### src/rtl/fighter_pkg.sv
// Shared types and key map for the two-player keycode event decoder.
// Action codes, HID keycodes, the event record and the scan length live here.
package fighter_pkg;

  typedef enum logic [2:0] {
    ACT_UP    = 3'd0,
    ACT_LEFT  = 3'd1,
    ACT_DOWN  = 3'd2,
    ACT_RIGHT = 3'd3,
    ACT_PUNCH = 3'd4
  } action_e;

  localparam logic [7:0] KC_RYU_UP      = 8'h1A;
  localparam logic [7:0] KC_RYU_LEFT    = 8'h04;
  localparam logic [7:0] KC_RYU_DOWN    = 8'h16;
  localparam logic [7:0] KC_RYU_RIGHT   = 8'h07;
  localparam logic [7:0] KC_RYU_PUNCH   = 8'h09;
  localparam logic [7:0] KC_AKUMA_UP    = 8'h52;
  localparam logic [7:0] KC_AKUMA_LEFT  = 8'h50;
  localparam logic [7:0] KC_AKUMA_DOWN  = 8'h51;
  localparam logic [7:0] KC_AKUMA_RIGHT = 8'h4F;
  localparam logic [7:0] KC_AKUMA_PUNCH = 8'h0F;

  localparam int NUM_ACTIONS = 5;
  localparam int SCAN_LEN    = 10;

  typedef struct packed {
    logic    player;
    logic    press;
    action_e action;
  } key_event_t;

  // One-hot contribution of a single slot: bit i = player*5 + action.
  function automatic logic [SCAN_LEN-1:0] decode_keycode(input logic [7:0] kc);
    logic [SCAN_LEN-1:0] hit;
    hit = '0;
    case (kc)
      KC_RYU_UP:      hit[0] = 1'b1;
      KC_RYU_LEFT:    hit[1] = 1'b1;
      KC_RYU_DOWN:    hit[2] = 1'b1;
      KC_RYU_RIGHT:   hit[3] = 1'b1;
      KC_RYU_PUNCH:   hit[4] = 1'b1;
      KC_AKUMA_UP:    hit[5] = 1'b1;
      KC_AKUMA_LEFT:  hit[6] = 1'b1;
      KC_AKUMA_DOWN:  hit[7] = 1'b1;
      KC_AKUMA_RIGHT: hit[8] = 1'b1;
      KC_AKUMA_PUNCH: hit[9] = 1'b1;
      default:        hit = '0;
    endcase
    return hit;
  endfunction

endpackage

### src/rtl/keycode_event_fifo.sv
// Show-ahead event FIFO: head entry is presented whenever not empty.
// A push while full succeeds only if a pop happens in the same cycle.
module keycode_event_fifo #(
  parameter int DEPTH = 8,
  parameter int WIDTH = 5
) (
  input  logic             Clk,
  input  logic             Reset,
  input  logic             push,
  input  logic [WIDTH-1:0] push_data,
  input  logic             pop,
  output logic [WIDTH-1:0] head_data,
  output logic             full,
  output logic             empty
);

  localparam int AW = $clog2(DEPTH);

  logic [AW:0]      wr_ptr_q, wr_ptr_d;
  logic [AW:0]      rd_ptr_q, rd_ptr_d;
  logic [WIDTH-1:0] mem_q [DEPTH];
  logic             push_ok, pop_ok;

  // Pointers carry one extra wrap bit so full and empty are distinguishable.
  always_comb begin
    empty    = (wr_ptr_q == rd_ptr_q);
    full     = (wr_ptr_q[AW] != rd_ptr_q[AW]) &&
               (wr_ptr_q[AW-1:0] == rd_ptr_q[AW-1:0]);
    pop_ok   = pop && !empty;
    push_ok  = push && (!full || pop_ok);
    wr_ptr_d = wr_ptr_q + (AW+1)'(push_ok);
    rd_ptr_d = rd_ptr_q + (AW+1)'(pop_ok);
  end

  assign head_data = empty ? '0 : mem_q[rd_ptr_q[AW-1:0]];

  always_ff @(posedge Clk or posedge Reset) begin
    if (Reset) begin
      wr_ptr_q <= '0;
      rd_ptr_q <= '0;
    end else begin
      wr_ptr_q <= wr_ptr_d;
      rd_ptr_q <= rd_ptr_d;
    end
  end

  always_ff @(posedge Clk) begin
    if (push_ok) begin
      mem_q[wr_ptr_q[AW-1:0]] <= push_data;
    end
  end

endmodule

### src/rtl/keycode_event_decoder.sv
// Turns four HID keycode slots into per-player held vectors and press/release events.
// Optional punch auto-repeat is enabled by defining KEY_REPEAT_EN.
module keycode_event_decoder
  import fighter_pkg::*;
#(
  parameter int FIFO_DEPTH    = 8,
  parameter int REPEAT_FRAMES = 8
) (
  input  logic       Clk,
  input  logic       Reset,
  input  logic [7:0] keycode_0,
  input  logic [7:0] keycode_1,
  input  logic [7:0] keycode_2,
  input  logic [7:0] keycode_3,
  input  logic       frame_tick,
  output logic [4:0] p1_held,
  output logic [4:0] p2_held,
  output logic       evt_valid,
  input  logic       evt_ready,
  output logic [4:0] evt_data,
  output logic       overflow
);

  if (FIFO_DEPTH < 4 || (FIFO_DEPTH & (FIFO_DEPTH - 1)) != 0 || REPEAT_FRAMES < 1) begin : g_param_check
    $error("keycode_event_decoder: FIFO_DEPTH must be a power of two >= 4, REPEAT_FRAMES >= 1");
  end

  typedef enum logic {
    ST_IDLE = 1'b0,
    ST_SCAN = 1'b1
  } state_e;

  state_e              state_q, state_d;
  logic [3:0]          idx_q, idx_d;
  logic [SCAN_LEN-1:0] held_q, held_d;
  logic [SCAN_LEN-1:0] mask_q, mask_d;
  logic                overflow_q, overflow_d;
  logic [SCAN_LEN-1:0] held_now;
  logic [SCAN_LEN-1:0] rpt_mask;
  logic                frame_accept;
  logic                push;
  key_event_t          push_evt;
  logic [2:0]          act_idx;
  logic                fifo_full, fifo_empty;
  logic [4:0]          head_data;

  assign held_now = decode_keycode(keycode_0) | decode_keycode(keycode_1) |
                    decode_keycode(keycode_2) | decode_keycode(keycode_3);

  assign frame_accept = (state_q == ST_IDLE) && frame_tick;

`ifdef KEY_REPEAT_EN
  localparam int CW = $clog2(REPEAT_FRAMES + 1);

  logic [1:0][CW-1:0] rpt_cnt_q, rpt_cnt_d;

  // Counters only move on accepted frames; a repeat marks the punch bit for the coming scan.
  always_comb begin
    rpt_cnt_d = rpt_cnt_q;
    rpt_mask  = '0;
    if (frame_accept) begin
      for (int p = 0; p < 2; p++) begin
        if (held_now[p*NUM_ACTIONS + int'(ACT_PUNCH)] && held_q[p*NUM_ACTIONS + int'(ACT_PUNCH)]) begin
          if (rpt_cnt_q[p] == CW'(REPEAT_FRAMES - 1)) begin
            rpt_cnt_d[p] = '0;
            rpt_mask[p*NUM_ACTIONS + int'(ACT_PUNCH)] = 1'b1;
          end else begin
            rpt_cnt_d[p] = rpt_cnt_q[p] + CW'(1);
          end
        end else begin
          rpt_cnt_d[p] = '0;
        end
      end
    end
  end

  always_ff @(posedge Clk or posedge Reset) begin
    if (Reset) begin
      rpt_cnt_q <= '0;
    end else begin
      rpt_cnt_q <= rpt_cnt_d;
    end
  end
`else
  assign rpt_mask = '0;
`endif

  always_comb begin
    state_d  = state_q;
    idx_d    = idx_q;
    held_d   = held_q;
    mask_d   = mask_q;
    push     = 1'b0;
    push_evt = '0;
    act_idx  = '0;
    case (state_q)
      ST_IDLE: begin
        if (frame_tick) begin
          held_d  = held_now;
          mask_d  = (held_now ^ held_q) | rpt_mask;
          idx_d   = '0;
          state_d = ST_SCAN;
        end
      end
      ST_SCAN: begin
        act_idx = (idx_q >= 4'd5) ? 3'(idx_q - 4'd5) : idx_q[2:0];
        if (mask_q[idx_q]) begin
          push            = 1'b1;
          push_evt.player = (idx_q >= 4'd5);
          push_evt.press  = held_q[idx_q];
          push_evt.action = action_e'(act_idx);
        end
        if (idx_q == 4'(SCAN_LEN - 1)) begin
          idx_d   = '0;
          state_d = ST_IDLE;
        end else begin
          idx_d = idx_q + 4'd1;
        end
      end
      default: state_d = ST_IDLE;
    endcase
  end

  // A full queue without a same-cycle pop drops the event; the flag stays set until reset.
  always_comb begin
    overflow_d = overflow_q | (push && fifo_full && !evt_ready);
  end

  always_ff @(posedge Clk or posedge Reset) begin
    if (Reset) begin
      state_q    <= ST_IDLE;
      idx_q      <= '0;
      held_q     <= '0;
      mask_q     <= '0;
      overflow_q <= 1'b0;
    end else begin
      state_q    <= state_d;
      idx_q      <= idx_d;
      held_q     <= held_d;
      mask_q     <= mask_d;
      overflow_q <= overflow_d;
    end
  end

  keycode_event_fifo #(
    .DEPTH (FIFO_DEPTH),
    .WIDTH ($bits(key_event_t))
  ) u_fifo (
    .Clk       (Clk),
    .Reset     (Reset),
    .push      (push),
    .push_data (push_evt),
    .pop       (evt_ready),
    .head_data (head_data),
    .full      (fifo_full),
    .empty     (fifo_empty)
  );

  assign p1_held   = held_q[4:0];
  assign p2_held   = held_q[9:5];
  assign evt_valid = !fifo_empty;
  assign evt_data  = head_data;
  assign overflow  = overflow_q;

endmodule

### config.mk
export PLATFORM = sky130hd
export DESIGN_NAME = keycode_event_decoder
export DESIGN_NICKNAME = d
export VERILOG_FILES = /design/src/rtl/fighter_pkg.sv /design/src/rtl/keycode_event_fifo.sv /design/src/rtl/keycode_event_decoder.sv
export SDC_FILE = /design/constraint.sdc
export NUM_CORES = 1
export LEC_CHECK = 0
export BUFFER_PORTS_ARGS = -buffer_cell sky130_fd_sc_hd__buf_2
export CORE_MARGIN = 8
export CORE_UTILIZATION = 65
export CTS_BUF_LIST = sky130_fd_sc_hd__clkbuf_8
export CTS_CLUSTER_DIAMETER = 100
export DETAILED_ROUTE_END_ITERATION = 16
export PLACE_DENSITY_LB_ADDON = 0.05
export SYNTH_ARGS = -nofsm -noshare
export SYNTH_HDL_FRONTEND = slang
export SYNTH_SLANG_ARGS = --single-unit
### constraint.sdc
create_clock -name Clk -period 4.04 [get_ports Clk]
set_clock_uncertainty 0.05 [all_clocks]
set_input_delay 0.808 -clock Clk [delete_from_list [all_inputs] [get_ports Clk]]
set_output_delay 0.808 -clock Clk [all_outputs]
set_load 0.02 [all_outputs]
==> impl_results.md, run 1 <==
* Final Hold Fails at 0
* Post-synthesis mux area share at 11.99%
* Final Setup Violations at 0
* Setup slack of the worst register-to-register path at 0.99 ns
* RSZ-0062 raised after global routing: no
* Yosys warning total at 0
* Top_reg_cell synth: edfxtp_1
* Register cell area after layout at 0.002052 mm²
* Number of antenna cells inserted at 0
* Number of flops mapped to enable cells by yosys at 40
* Final-layout fill cell count at 396
* Total routing usage reported by global routing at 21.06%
* Internal Dissipation at 1.711 mW
* Crit path arrival time at 2.25 ns
* Reg-to-Reg Start: idx_q[0]
* Sort of element at the start of the critical path: flop
* Net switching power at 1.052 mW
* Iteration-0 DRC count of the detailed router at 199
* Yosys reg bits at 74
* Crit Path Max Fanout at 12
* Die Footprint at 0.008971 mm²
* Fin area at 0.004507 mm²
* Proportion of register bits with asynchronous set or reset after synthesis at 45.95%
* Placer congestion estimate at 0.8742
* Worst Setup End Kind: output pin
* Pin slew with the least headroom to its limit at 0.9659 ns
* Post-detailed-routing wire length at 8943 µm
* Util after Layout at 75.67%
* Worst hold path cell count at 2
* Area after detailed placement at 0.004314 mm²
* Cell taking the most area after synthesis: edfxtp_1
* Iteration count of the initial detailed-routing pass at 5
* Relative contribution of sequential cells to total power at 44.7%
* Die span in x at 94.72 µm
* Core Area at 0.005956 mm²
* Simple-Gate Fraction of Synth Area at 22.77%
* Cell at the root of the clock tree: clkbuf_8
* Largest net degree at the start of global routing at 21
* Per-cell routed wire length at 19.15 µm
* Syn_area_per_cell at 11.92 µm²
* Max Clock Freq at 0.3221 GHz
* Total congestion overflow at 0
* Total number of nets in the final design at 430
* Largest family of logic cells by synthesized area: simple AND/OR/NAND/NOR gates
* Hold Startpoint: overflow
* Remaining max-slew budget at the tightest pin at 35.01%
* Synthesized area at 0.004028 mm²
* Num rows at 28
* Area overhead of the layout relative to synthesis at 11.90%
* Routed via count at 2925
* Max rail drop VDD at 0.0005750 V
* First-pass GRT wire length at 14400 µm
* Starting density of the core at 67.63%
* ANT nets after route at 0
* Post-detail-place hpwl at 6625 µm
* CTS sink cnt at 74
* Hold buffer count at cts at 0
* Number of antenna violations at the first check in global routing at 0
* Required time reported for the critical path endpoint at 3.18 ns
* Vertical die dimension at 94.72 µm
* Synthesized-area fraction occupied by adder cells at 2.175%
* Depth of the worst register-to-register path at 8
* Post-synthesis xor/xnor area fraction at 3.914%
* Top cells by instance count after synthesis: 40 x edfxtp_1, 34 x dfrtp_1, 24 x nand4_1
* Remaining routing DRC violations at 0
* Library cell with the highest instance count after synthesis: edfxtp_1
* Final worst-path setup slack at 0.9354 ns
* Path type of the worst min-delay path: reg -> reg
* Final count of pins violating max slew at 0
* Number of placed instances, taps included at 451
* Share of the synthesized area in the top cell type at 29.82%
* Number of gates resized after CTS at 0
* Quantity of I/O buffers inserted on ports at 52
* Total leakage power at 1.771 nW
* Ratio of cells with drive above 1 in the final layout at 24.23%
* Number of H-tree levels at 3
* Clock-pin slew on the worst setup and hold paths at 0.08 ns
* Switching portion of total power at 38.07%
* Portion of the clock cycle consumed by the worst path in the final layout at 76.85%
* Library cells used by synthesis at 50
* Net Count, Synth at 381
* Total setup buffers inserted after CTS at 0
* Total CTS buffers at 9
* Number of max-cap violations at 0
* Part of the power in combinational logic at 34.7%
* TritonCTS clock tree: yes
* Gate Count Post-Synth at 338
* Portion of the post-synthesis area used by sequential elements at 50.95%
* Clock network fraction of total power at 20.5%
* PwrDens at 612.9 mW/mm²
* Type of the setup path with the least slack: reg -> out
* Hold Worst Slack at 0.4252 ns
* Minimum clock period at 3.105 ns
* Buffers from clock root to sink, at most at 2
* Number of global-route vias before repair at 2921
* Tot Pwr at 2.762 mW
* Filler-free cell count of the finished design at 467
* Total Neg Setup Slack at 0 ns
* Hold-critical path endpoint: overflow
* # IOs at 53
* Synthesized-area fraction occupied by ao, oa, aoi and oai cells at 5.499%
* Routed via count divided by cell count at 6.263
* Result of the run: finished clean
* Area occupied by multi-input gates at 0.001867 mm²
* Worst flop-to-flop path endpoint: u_fifo.wr_ptr_q[2]
* Ranking of synthesized cells by area: edfxtp_1 30%, dfrtp_1 21%, mux4_2 5.6%, nand4_1 3.7%, nor2b_1 3.1%
* Worst-case setup slack after placement at 1.036 ns
* Insertion delay of the later-clocked pin in the worst-skew pair at 0.35 ns
-- worst max-delay path by stage --
stage	slack (ns)	start	end	cells past startpoint
after global placement	1.12	idx_q[0]	u_fifo.wr_ptr_q[2]	8
after global routing	0.63	u_fifo.rd_ptr_q[0]	evt_data[2]	5
after detailed placement	1.04	idx_q[0]	u_fifo.wr_ptr_q[2]	8
after CTS	0.88	u_fifo.rd_ptr_q[0]	evt_data[0]	5
after floorplan	1.63	idx_q[0]	u_fifo.mem_q[0][0]	7
final	0.94	u_fifo.rd_ptr_q[0]	evt_data[0]	5
-- logic make-up after synthesis --
family	after synthesis
XOR/XNOR	18
adder cells (fa/ha/maj)	7
flip-flops	74
AND/OR/NAND/NOR	152
buffers and inverters	23
multiplexers	30
AO/OA/AOI/OAI	34
-- per-layer routing --
metal | GRT usage [%] | vias to the layer above | wire (µm)
met5 | 0 | - | 0
met4 | 8.322 | 0 | 212
met3 | 4.206 | 18 | 429
met2 | 32.97 | 89 | 4172
met1 | 28.31 | 1426 | 4128
li1 | - | 1392 | -
-- cells in the final DEF (no fill, tap or decap), types with 11 or more instances in the layout --
master	synthesis	routed
buf_2	5	52
dfrtp_1	34	34
edfxtp_1	40	40
nand2_1	21	21
nand3_1	15	15
nand4_1	24	24
nor2_1	22	22
nor2b_1	20	20
nor3_1	11	11
o21ai_0	17	17
xnor2_1	13	13
-- registers in the layout, indices dropped and copies added (netlist names) --
signal,flops
idx_q,4
mask_q,10
u_fifo.wr_ptr_q,4
u_fifo.rd_ptr_q,4
held_q,10
u_fifo.mem_q,40
overflow,1
state_q,1
-- power groups by stage --
stage / logic (mW) / clock network, mW / registers (mW)
6_report: 0.960 / 0.568 / 1.24
5_1_grt: 1.05 / 0.604 / 1.27
4_1_cts: 0.964 / 0.569 / 1.23
3_5_place_dp: 0.952 / 0 / 1.25
3_3_place_gp: 0.912 / 0 / 1.24
2_1_floorplan: 0.876 / 0 / 1.07
-- layout make-up --
| class | count | area share [%] |
|---|---|---|
| flip-flops and latches | 74 | 45.53 |
| multi-input cells | 241 | 41.42 |
| repair buffers | 54 | 6.108 |
| clock buffers | 9 | 2.748 |
| well taps | 75 | 2.082 |
| clock inverters | 7 | 1.527 |
| inverters | 7 | 0.5830 |
-- worst max-delay path, cell delays in order, from the launching register on --
cell	delay, ns
dfrtp_1	0.81
xnor2_1	0.20
nand3_1	0.15
nor2b_1	0.45
nor2_1	0.11
buf_2	0.18
(Power assumes the default switching activity.)
==> run 2, diff against run 1 <==
--- a/config.mk
+++ b/config.mk
@@ -7,7 +7,7 @@
 export LEC_CHECK = 0
 export BUFFER_PORTS_ARGS = -buffer_cell sky130_fd_sc_hd__buf_2
 export CORE_MARGIN = 8
-export CORE_UTILIZATION = 65
+export CORE_UTILIZATION = 60
 export CTS_BUF_LIST = sky130_fd_sc_hd__clkbuf_8
 export CTS_CLUSTER_DIAMETER = 100
 export DETAILED_ROUTE_END_ITERATION = 16
==> constraint.sdc (replaced) <==
create_clock -name Clk -period 3.1 [get_ports Clk]
set_clock_uncertainty 0.05 [all_clocks]
set_input_delay 0.62 -clock Clk [delete_from_list [all_inputs] [get_ports Clk]]
set_output_delay 0.62 -clock Clk [all_outputs]
set_load 0.02 [all_outputs]
==> run 2 against run 1 <==
Highest routed layer unchanged. Combinational power increased by 45%. Routed wire length shrank 1.1%. Hold slack got worse by 0.26 ns.
==> impl_results.md, run 2 (synthesized netlist as in run 1, its figures left out) <==
* Insertion delay of the later-clocked pin in the worst-skew pair at 0.34 ns (about the same)
* Highest cell delay on the worst timing path at 0.68 ns (-0.13 ns)
* Placer congestion estimate at 0.8978 (+2.7%)
* Path type of the worst min-delay path: in -> async
* Total routing usage reported by global routing at 19.41% (-1.7 points)
* Die span in x at 97.93 µm (+3.4%)
* Final Hold Fails at 0 (unchanged)
* Per-cell routed wire length at 18.51 µm (-3.4%)
* Clock-pin slew on the worst setup and hold paths at 0.09 ns (about the same)
* Ratio of cells with drive above 1 in the final layout at 25.38% (+1.1 points)
* Most common cell after layout, fill and taps aside: buf_2
* Total Neg Setup Slack at 0 ns (unchanged)
* Dominant delay contributor by cell family on the critical path: flip-flops
* Cell at the root of the clock tree: clkbuf_8
* Final Setup Violations at 0 (unchanged)
* Quantity of I/O buffers inserted on ports at 52 (unchanged)
* Sort of element at the start of the critical path: flop
* Commonest non-fill, non-tap cells in the layout: 52 x buf_2, 40 x edfxtp_1, 34 x dfrtp_1
* Starting density of the core at 60.62% (-7.0 points)
* Required time reported for the critical path endpoint at 2.43 ns (-0.75 ns)
* Number of antenna violations at the first check in global routing at 0 (unchanged)
* Number of H-tree levels at 3 (unchanged)
* Result of the run: finished clean
* Number of antenna cells inserted at 0 (unchanged)
* # IOs at 53 (unchanged)
* Final count of pins violating max slew at 0 (unchanged)
* Tot Pwr at 3.736 mW (+35%)
* Remaining max-slew budget at the tightest pin at 41.12% (+6.1 points)
* Max rail drop VDD at 0.0004522 V (-21%)
* Total CTS buffers at 9 (unchanged)
* Type of the setup path with the least slack: reg -> out
* Iteration count of the initial detailed-routing pass at 4 (-1)
* Portion of the clock cycle consumed by the worst path in the final layout at 88.46%
* ANT nets after route at 0 (unchanged)
* PwrDens at 814.4 mW/mm² (+33%)
* First-pass GRT wire length at 14830 µm (+3.0%)
* RSZ-0062 raised after global routing: no
* Largest net degree at the start of global routing at 27 (+29%)
* TritonCTS clock tree: yes
* CTS sink cnt at 74 (unchanged)
* Routed via count divided by cell count at 6.082 (-2.9%)
* Worst Setup End Kind: output pin
* Total setup buffers inserted after CTS at 0 (unchanged)
* Minimum clock period at 2.742 ns
* Total leakage power at 1.811 nW (+2.2%)
* Post-detail-place hpwl at 6736 µm (+1.7%)
* Buffering stage count on the worst path with inverters included at 1 (unchanged)
* Routed via count at 2907 (-0.62%)
* Total number of nets in the final design at 436 (+1.4%)
* Iteration-0 DRC count of the detailed router at 195 (-2.0%)
* Crit Path Max Fanout at 13 (+1)
* Max Clock Freq at 0.3647 GHz
* Number of max-cap violations at 0 (unchanged)
* Buffers from clock root to sink, at most at 2 (unchanged)
* Remaining routing DRC violations at 0 (unchanged)
* Crit path arrival time at 2.07 ns (-0.18 ns)
* Vertical die dimension at 97.93 µm (+3.4%)
* Hold buffer count at cts at 0 (unchanged)
* Core Area at 0.006644 mm² (+12%)
* Cell type of the slowest stage on the worst timing path: dfrtp_1
* Pin slew with the least headroom to its limit at 0.8752 ns (-0.09075 ns)
* Sequence of cells on the critical path: xnor2_1 > nand3_1 > nor2b_1 > nor2_1 > buf_2
* Crit path depth at 5 (unchanged)
* Post-detailed-routing wire length at 8846 µm (-1.1%)
* Total congestion overflow at 0 (unchanged)
* Number of gates resized after CTS at 0 (unchanged)
* Area overhead of the layout relative to synthesis at 13.92%
* Number of global-route vias before repair at 2893 (-0.96%)
* Die Footprint at 0.009590 mm² (+6.9%)
* Max FFs per register at 40 (unchanged)
* Num rows at 30 (+7.1%)
* Depth of the worst register-to-register path at 6 (-2)
## run 2: final timing paths
check	from	end	slack (ns)
worst max-delay path	u_fifo.rd_ptr_q[1]	evt_data[2]	0.36
worst min-delay path	Reset	u_fifo.wr_ptr_q[3]	0.17
worst max register to register	idx_q[0]	u_fifo.mem_q[0][1]	0.45
worst min register to register	mask_q[3]	mask_q[3]	0.43
max in group asynchronous	Reset	held_q[2]	2.16
min in group Clk	mask_q[3]	mask_q[3]	0.43
## run 2: cell type report
| class | instances | area, µm² |
|---|---|---|
| Timing Repair Buffer | 60 | 320.3 |
| Multi-Input combinational cell | 241 | 1867 |
| Clock inverter | 7 | 98.84 |
| Clock buffer | 9 | 123.9 |
| Tap cell | 80 | 100.1 |
| Inverter | 7 | 26.28 |
| Sequential cell | 74 | 2052 |
| Fill cell | 508 | 2056 |
## run 2: metrics by stage
stage	instance area, µm²	worst slack [ns]	utilization, %	hold WS [ns]	instances
2_1_floorplan	4028	0.6919	-	0.3901	338
3_3_place_gp	4365	0.5614	65.71	0.3996	462
3_5_place_dp	4365	0.4299	65.71	0.4129	462
4_1_cts	4588	0.3300	69.06	0.1775	478
5_1_grt	4588	0.1741	69.06	0.1916	478
6_report	4588	0.3578	69.06	0.1660	478
## run 2: power breakdown
part / total [mW] / switching (mW) / leakage, nW / internal, mW
combinational: 1.39 / 0.763 / 0.889 / 0.627
sequential: 1.51 / 0.230 / 0.810 / 1.28
clock: 0.835 / 0.376 / 0.112 / 0.459
total: 3.74 / 1.37 / 1.81 / 2.37
## run 2: metal layers
metal	vias up	routed length [µm]	part of all wire (%)	global-route usage, %
met5	-	0	0	0
met4	0	87	0.98	4.796
met3	8	432	4.9	4.410
met2	89	4058	46	30.61
met1	1411	4269	48	26.42
li1	1399	-	-	-
